<file path="config.mk">
export PLATFORM = sky130hd
export DESIGN_NAME = branch_resolve_unit
export DESIGN_NICKNAME = d
export VERILOG_FILES = /design/src/rtl/cpu_types_pkg.sv /design/src/rtl/bp_queue.sv /design/src/rtl/branch_resolve_unit.sv
export SDC_FILE = /design/constraint.sdc
export NUM_CORES = 1
export LEC_CHECK = 0
export BUFFER_PORTS_ARGS = -buffer_cell sky130_fd_sc_hd__buf_2
export CORE_AREA = 2 2 227 140
export DETAILED_ROUTE_END_ITERATION = 7
export DIE_AREA = 0 0 229 142
export PLACE_DENSITY_LB_ADDON = 0.1
export SKIP_LAST_GASP = 1
export SYNTH_ARGS = -nofsm -noshare
export SYNTH_HDL_FRONTEND = slang
export SYNTH_SLANG_ARGS = --single-unit
</file>
<file path="constraint.sdc">
create_clock -name CLK -period 11.1 [get_ports CLK]
set_input_delay 2.775 -clock CLK [delete_from_list [all_inputs] [get_ports CLK]]
set_output_delay 2.775 -clock CLK [all_outputs]
set_load 0.01 [all_outputs]
</file>
<file path="src/rtl/cpu_types_pkg.sv">
// Shared CPU pipeline types: branch-table entry, branch prediction queue entry,
// and the branch resolve unit state encoding.
package cpu_types_pkg;

  localparam int unsigned BPQ_DEPTH = 4;

  typedef struct packed {
    logic [27:0] tag;
    logic [31:0] target;
    logic        valid;
  } branchentry_t;

  typedef struct packed {
    logic [31:0] pc;
    logic        taken;
    logic [31:0] target;
  } bpq_entry_t;

  typedef enum logic {
    RUN     = 1'b0,
    RECOVER = 1'b1
  } bru_state_t;

  function automatic logic [31:0] bru_redirect(input logic        taken,
                                               input logic [31:0] pc,
                                               input logic [31:0] target);
    return taken ? target : pc + 32'd4;
  endfunction

endpackage

</file>
<file path="src/rtl/bp_queue.sv">
// In-order FIFO of outstanding branch predictions; clear dominates push/pop.
module bp_queue
  import cpu_types_pkg::*;
#(
  parameter int unsigned DEPTH = BPQ_DEPTH
) (
  input  logic       CLK,
  input  logic       RST,
  input  logic       i_push,
  input  logic       i_pop,
  input  logic       i_clear,
  input  bpq_entry_t i_wdata,
  output bpq_entry_t o_head,
  output logic       o_full,
  output logic       o_empty
);

  localparam int unsigned AW = $clog2(DEPTH);
  localparam logic [AW:0]   FULL_CNT = (AW+1)'(DEPTH);
  localparam logic [AW:0]   CNT_ONE  = (AW+1)'(1);
  localparam logic [AW-1:0] PTR_ONE  = AW'(1);

  bpq_entry_t    r_mem [DEPTH];
  logic [AW-1:0] r_wptr;
  logic [AW-1:0] r_rptr;
  logic [AW:0]   r_count;
  logic          w_push;
  logic          w_pop;

  assign o_full  = (r_count == FULL_CNT);
  assign o_empty = (r_count == '0);
  assign o_head  = r_mem[r_rptr];
  assign w_pop   = i_pop && !o_empty;
  // A pop frees a slot in the same cycle, so a full queue still accepts a push.
  assign w_push  = i_push && (!o_full || w_pop);

  always_ff @(posedge CLK) begin
    if (RST || i_clear) begin
      r_wptr  <= '0;
      r_rptr  <= '0;
      r_count <= '0;
    end else begin
      if (w_push) begin
        r_mem[r_wptr] <= i_wdata;
        r_wptr        <= r_wptr + PTR_ONE;
      end
      if (w_pop) r_rptr <= r_rptr + PTR_ONE;
      case ({w_push, w_pop})
        2'b10:   r_count <= r_count + CNT_ONE;
        2'b01:   r_count <= r_count - CNT_ONE;
        default: r_count <= r_count;
      endcase
    end
  end

endmodule

</file>
<file path="src/rtl/branch_resolve_unit.sv">
// Resolves the oldest predicted branch, raises flush/redirect and branch-table update.
// Optional resolution statistics counters under `BRANCH_STATS_EN.
module branch_resolve_unit
  import cpu_types_pkg::*;
#(
  parameter int unsigned DEPTH = BPQ_DEPTH
) (
  input  logic        CLK,
  input  logic        RST,
  input  logic        pred_push,
  input  logic [31:0] pred_pc,
  input  logic        pred_taken,
  input  logic [31:0] pred_target,
  output logic        pred_full,
  input  logic        res_valid,
  input  logic [31:0] res_pc,
  input  logic        res_taken,
  input  logic [31:0] res_target,
  output logic        mispredict,
  output logic [31:0] redirect_pc,
  output logic        upd_wen,
  output logic [1:0]  upd_idx,
  output logic [27:0] upd_tag,
  output logic [31:0] upd_target,
  output logic        upd_valid,
  output logic        res_err,
  output logic [31:0] br_count,
  output logic [31:0] mp_count
);

  bru_state_t   r_state;
  bru_state_t   w_state_nxt;
  logic         w_res;
  logic         w_push_ok;
  logic         w_err;
  logic         w_head_taken;
  logic         w_mp;
  logic         w_upd_wen;
  bpq_entry_t   w_head;
  bpq_entry_t   w_wdata;
  logic         w_q_empty;
  branchentry_t w_upd;

  logic         r_mispredict;
  logic [31:0]  r_redirect_pc;
  logic         r_upd_wen;
  logic [1:0]   r_upd_idx;
  branchentry_t r_upd;
  logic         r_res_err;

  always_ff @(posedge CLK) begin
    if (RST) r_state <= RUN;
    else     r_state <= w_state_nxt;
  end

  always_comb begin
    w_state_nxt = r_state;
    case (r_state)
      RUN:     if (w_mp) w_state_nxt = RECOVER;
      RECOVER: w_state_nxt = RUN;
      default: w_state_nxt = RUN;
    endcase
  end

  always_comb begin
    w_res     = (r_state == RUN) && res_valid;
    w_push_ok = (r_state == RUN) && pred_push;
  end

  // A missing or mismatched head is handled as a not-taken prediction.
  always_comb begin
    w_err        = w_q_empty || (res_pc != w_head.pc);
    w_head_taken = !w_err && w_head.taken;
    w_mp         = w_res && (w_err || (w_head_taken != res_taken) ||
                   (w_head_taken && res_taken && (w_head.target != res_target)));
    w_upd_wen    = w_res && (res_taken || w_head_taken);
    w_upd        = '{tag: res_pc[31:4], target: res_target, valid: res_taken};
    w_wdata      = '{pc: pred_pc, taken: pred_taken, target: pred_target};
  end

  bp_queue #(.DEPTH(DEPTH)) u_queue (
    .CLK     (CLK),
    .RST     (RST),
    .i_push  (w_push_ok),
    .i_pop   (w_res),
    .i_clear (w_mp),
    .i_wdata (w_wdata),
    .o_head  (w_head),
    .o_full  (pred_full),
    .o_empty (w_q_empty)
  );

  always_ff @(posedge CLK) begin
    if (RST) begin
      r_mispredict  <= 1'b0;
      r_redirect_pc <= '0;
      r_upd_wen     <= 1'b0;
      r_upd_idx     <= '0;
      r_upd         <= '0;
      r_res_err     <= 1'b0;
    end else begin
      r_mispredict  <= w_mp;
      r_redirect_pc <= w_mp ? bru_redirect(res_taken, res_pc, res_target) : '0;
      r_upd_wen     <= w_upd_wen;
      r_upd_idx     <= w_upd_wen ? res_pc[3:2] : '0;
      r_upd         <= w_upd_wen ? w_upd : '0;
      r_res_err     <= w_res && w_err;
    end
  end

  assign mispredict  = r_mispredict;
  assign redirect_pc = r_redirect_pc;
  assign upd_wen     = r_upd_wen;
  assign upd_idx     = r_upd_idx;
  assign upd_tag     = r_upd.tag;
  assign upd_target  = r_upd.target;
  assign upd_valid   = r_upd.valid;
  assign res_err     = r_res_err;

`ifdef BRANCH_STATS_EN
  logic [31:0] r_br_count;
  logic [31:0] r_mp_count;

  always_ff @(posedge CLK) begin
    if (RST) begin
      r_br_count <= '0;
      r_mp_count <= '0;
    end else begin
      if (w_res && (r_br_count != '1)) r_br_count <= r_br_count + 32'd1;
      if (w_mp && (r_mp_count != '1))  r_mp_count <= r_mp_count + 32'd1;
    end
  end

  assign br_count = r_br_count;
  assign mp_count = r_mp_count;
`else
  assign br_count = '0;
  assign mp_count = '0;
`endif

endmodule

</file>
==> qor.yml <==
drt:
  wl_per_cell_um: 23.2
  first_iter_violations: 685
  viasPerCell: 5.25
  dr.pass1.iters: 5
  vias: 8706
  wl_um: 38500
  drt.antenna.violating_nets: 0
  drc_errors: 0
hold_path:
  min_path_type: "reg -> reg"
yosys:
  yosys.area_share.adder_pct: 0.716
  synth_top_area_share_pct: 51.9
  synth_top_family_by_area: "multiplexers"
  synth_simple_gate_area_share_pct: 8.45
  post_synth_xor_area_fraction_pct: 5.69
  synthCells: 970
  synth_edf_count: 260
  synth_ff_type: "edfxtp_1"
  avgSynthCellArea_um2: 15.5
  ys_ff_latch: 368
  syn_area_um2: 15000
  synth_area_leaders: "edfxtp_1 (52%), dfxtp_1 (14%), mux4_2 (7.0%)"
  yosys.cell_count.top_type: "edfxtp_1"
  synth_compound_area_share_pct: 2.90
  ys_types: 61
  synth_top_area_cell: "edfxtp_1"
  muxShareOfSynthArea_pct: 10.8
  synthArstFlopShare_pct: 0
  synthTopCellsByCount: "edfxtp_1 (260), dfxtp_1 (108), buf_4 (64)"
  ys_seq_area_share_pct: 66.3
  yosys_warnings: 0
sta:
  worstMarginPinSlew_ps: 1020
  fmax_mhz: 151
  fin_setup_tns_ps: 0
  hold_viol: 0
  rsz0062_at_grt: "no"
  slew_viol_final: 0
  timing.final.setup_violations: 0
  slew_headroom_pct: 31.7
  fin_crit_ps: 6600
  fin_skew_ps: 17.8
  post-route-period-util_pct: 59.5
pwr:
  vdd_drop_max_mv: 0.107
  clockPowerShare_pct: 39.2
  swShare_pct: 22.6
  p_total_uw: 2820
  p_sw_uw: 638
  power_frac_comb_pct: 7.5
  p_leak_uw: 0.00647
  powerDensity_nw_per_um2: 162
  pwr-share-seq_pct: 53.3
  p_int_uw: 2190
layout:
  design_area_um2: 17400
  nets: 1349
  finalNonFillerCells: 1658
  drive_gt1_share_pct: 31.9
  area_growth_pct: 16.1
clock_tree:
  cts_setup_buffers: 0
  clock_sinks: 368
  cts_resized: 0
  numCtsBuffers: 35
  cts_tree: "built"
  cts.path.max_buffers: 3
  clk_pin_slew_ps: 60
  root_buffer: "clkbuf_16"
  worstSkewPairLatency_ps: 530
  htree_levels: 2
  hold_buffers: 0
worst_setup_path:
  cp-endpoint: "redirect_pc[31]"
  reg2reg_to: "redirect_pc[31]"
  worst-path-stages: 14
  start_kind: "input port"
  path_delay_family: "simple AND/OR/NAND/NOR gates"
  max_stage_delay_ps: 560
  worstPathCellList: "buf_2 > inv_1 > nor2_1 > a2111oi_0 > o221ai_1 > nor4_1 > and3_1 > o211ai_1 > ha_1 > nor4_1 > or4b_4 > o21bai_4 > buf_4 > a211oi_1"
  end_kind: "flop"
  required_ps: 11490
  rrSetupSlack_ps: 5430
  rr_worst_depth: 13
  path_class: "in -> reg"
  cp_num_buf_inv: 3
  crit_top_cell: "nor4_1"
  startpoint: "res_pc[5]"
  cp.arrival_ps: 6990
  cp_max_fo: 24
  cp_slowest_cell: "a2111oi_0"
floorplan:
  initial_core_util_pct: 49.2
  core_um2: 30500
  die_w_um: 229
  fp-row-count: 50
  die_h_um: 142
  die-area_um2: 32500
  ios: 297
placed_design:
  dp_cells: 1586
  dp_hpwl_um: 27600
  placed_area_um2: 16400
  io_buffer_count: 232
  gp_congestion: 0.898
job:
  drv_cap: 0
global_routing:
  grt_max_degree: 66
  antenna_found_initial: 12
  grt_pass1_wl_um: 55600
  grt.total_usage_pct: 23.6
  grt_pass1_vias: 8400
  grt_overflow: 0
run_status:
  status: "finished clean"
==> per-layer routing <==
layer	track usage, %	vias to the layer above	share of wire (%)	routed length, um
met1	35.6	4368	46	17800
met5	0	-	0.12	48
met3	6.93	56	9.4	3630
met4	5.64	8	1.6	629
li1	-	3937	-	-
met2	33.8	337	43	16400
==> worst min-delay path by stage <==
stage,end,from,depth (start not counted)
finish,flop,u_queue.r_rptr[1],2
global route,flop,u_queue.r_rptr[1],2
CTS,flop,u_queue.r_rptr[1],2
detailed placement,flop,u_queue.r_rptr[1],2
global placement,flop,u_queue.r_rptr[1],2
floorplan,u_queue.r_count[1],u_queue.r_count[1],2
==> cell families (layout without fill, tap and decap cells) <==
| group | Yosys count | after routing |
|---|---|---|
| flip-flops | 368 | 368 |
| AND/OR/NAND/NOR | 231 | 231 |
| buffers and inverters | 123 | 324 |
| XOR/XNOR | 96 | 96 |
| multiplexers | 88 | 88 |
| AO/OA/AOI/OAI | 55 | 55 |
| adder cells (fa/ha/maj) | 8 | 8 |
| other | 1 | 72 |
==> area by class of cell <==
class | count | area [um2]
Antenna cell | 8 | 20.0
Clock buffer | 49 | 968
Clock inverter | 15 | 85.1
Fill cell | 2511 | 13100
Inverter | 15 | 56.3
Multi-Input combinational cell | 542 | 4560
Sequential cell | 368 | 9980
Tap cell | 416 | 520
Timing Repair Buffer | 245 | 1260
==> registers in the layout (all words and copies together), names as in the netlist, 2 cells and up, named ones only <==
signal	flops
upd_target	32
upd_idx	2
u_queue.r_rptr	2
u_queue.r_wptr	2
redirect_pc	32
upd_tag	28
u_queue.r_count	3
u_queue.r_mem	260
==> cells in the final DEF (no fill, tap or decap), types with 16 or more instances in the layout <==
| master | n |
|---|---|
| and2_1 | 60 |
| buf_2 | 232 |
| clkbuf_16 | 35 |
| conb_1 | 64 |
| dfxtp_1 | 106 |
| edfxtp_1 | 260 |
| mux2i_1 | 26 |
| mux4_2 | 47 |
| nand2_1 | 26 |
| nand4_1 | 18 |
| nor2_1 | 39 |
| nor2_2 | 19 |
| nor3_1 | 16 |
| xnor2_1 | 40 |
| xor2_1 | 54 |
==> metrics by stage <==
step | setup slack [ps] | util, % | hold WS [ps]
floorplan | 862 | - | 509
global placement | 4300 | 53.6 | 537
detailed placement | 4100 | 53.6 | 540
CTS | 4620 | 57.1 | 563
global route | 4320 | 57.1 | 589
finish | 4500 | 57.1 | 574
==> tightest hold or removal path, stage by stage (launching register included) <==
cell and delay, ps:
dfxtp_1 310, xor2_1 150, nor3_1 70
==> power groups by stage <==
stage               combinational (uW)  clock [uW]  sequential [uW]
floorplan                          127           0             1540
global placement                   210           0             1530
detailed placement                 212           0             1530
global route                       230        1190             1510
finish                             212        1110             1500
CTS                                212        1130             1500
(Power assumes the default switching activity.)
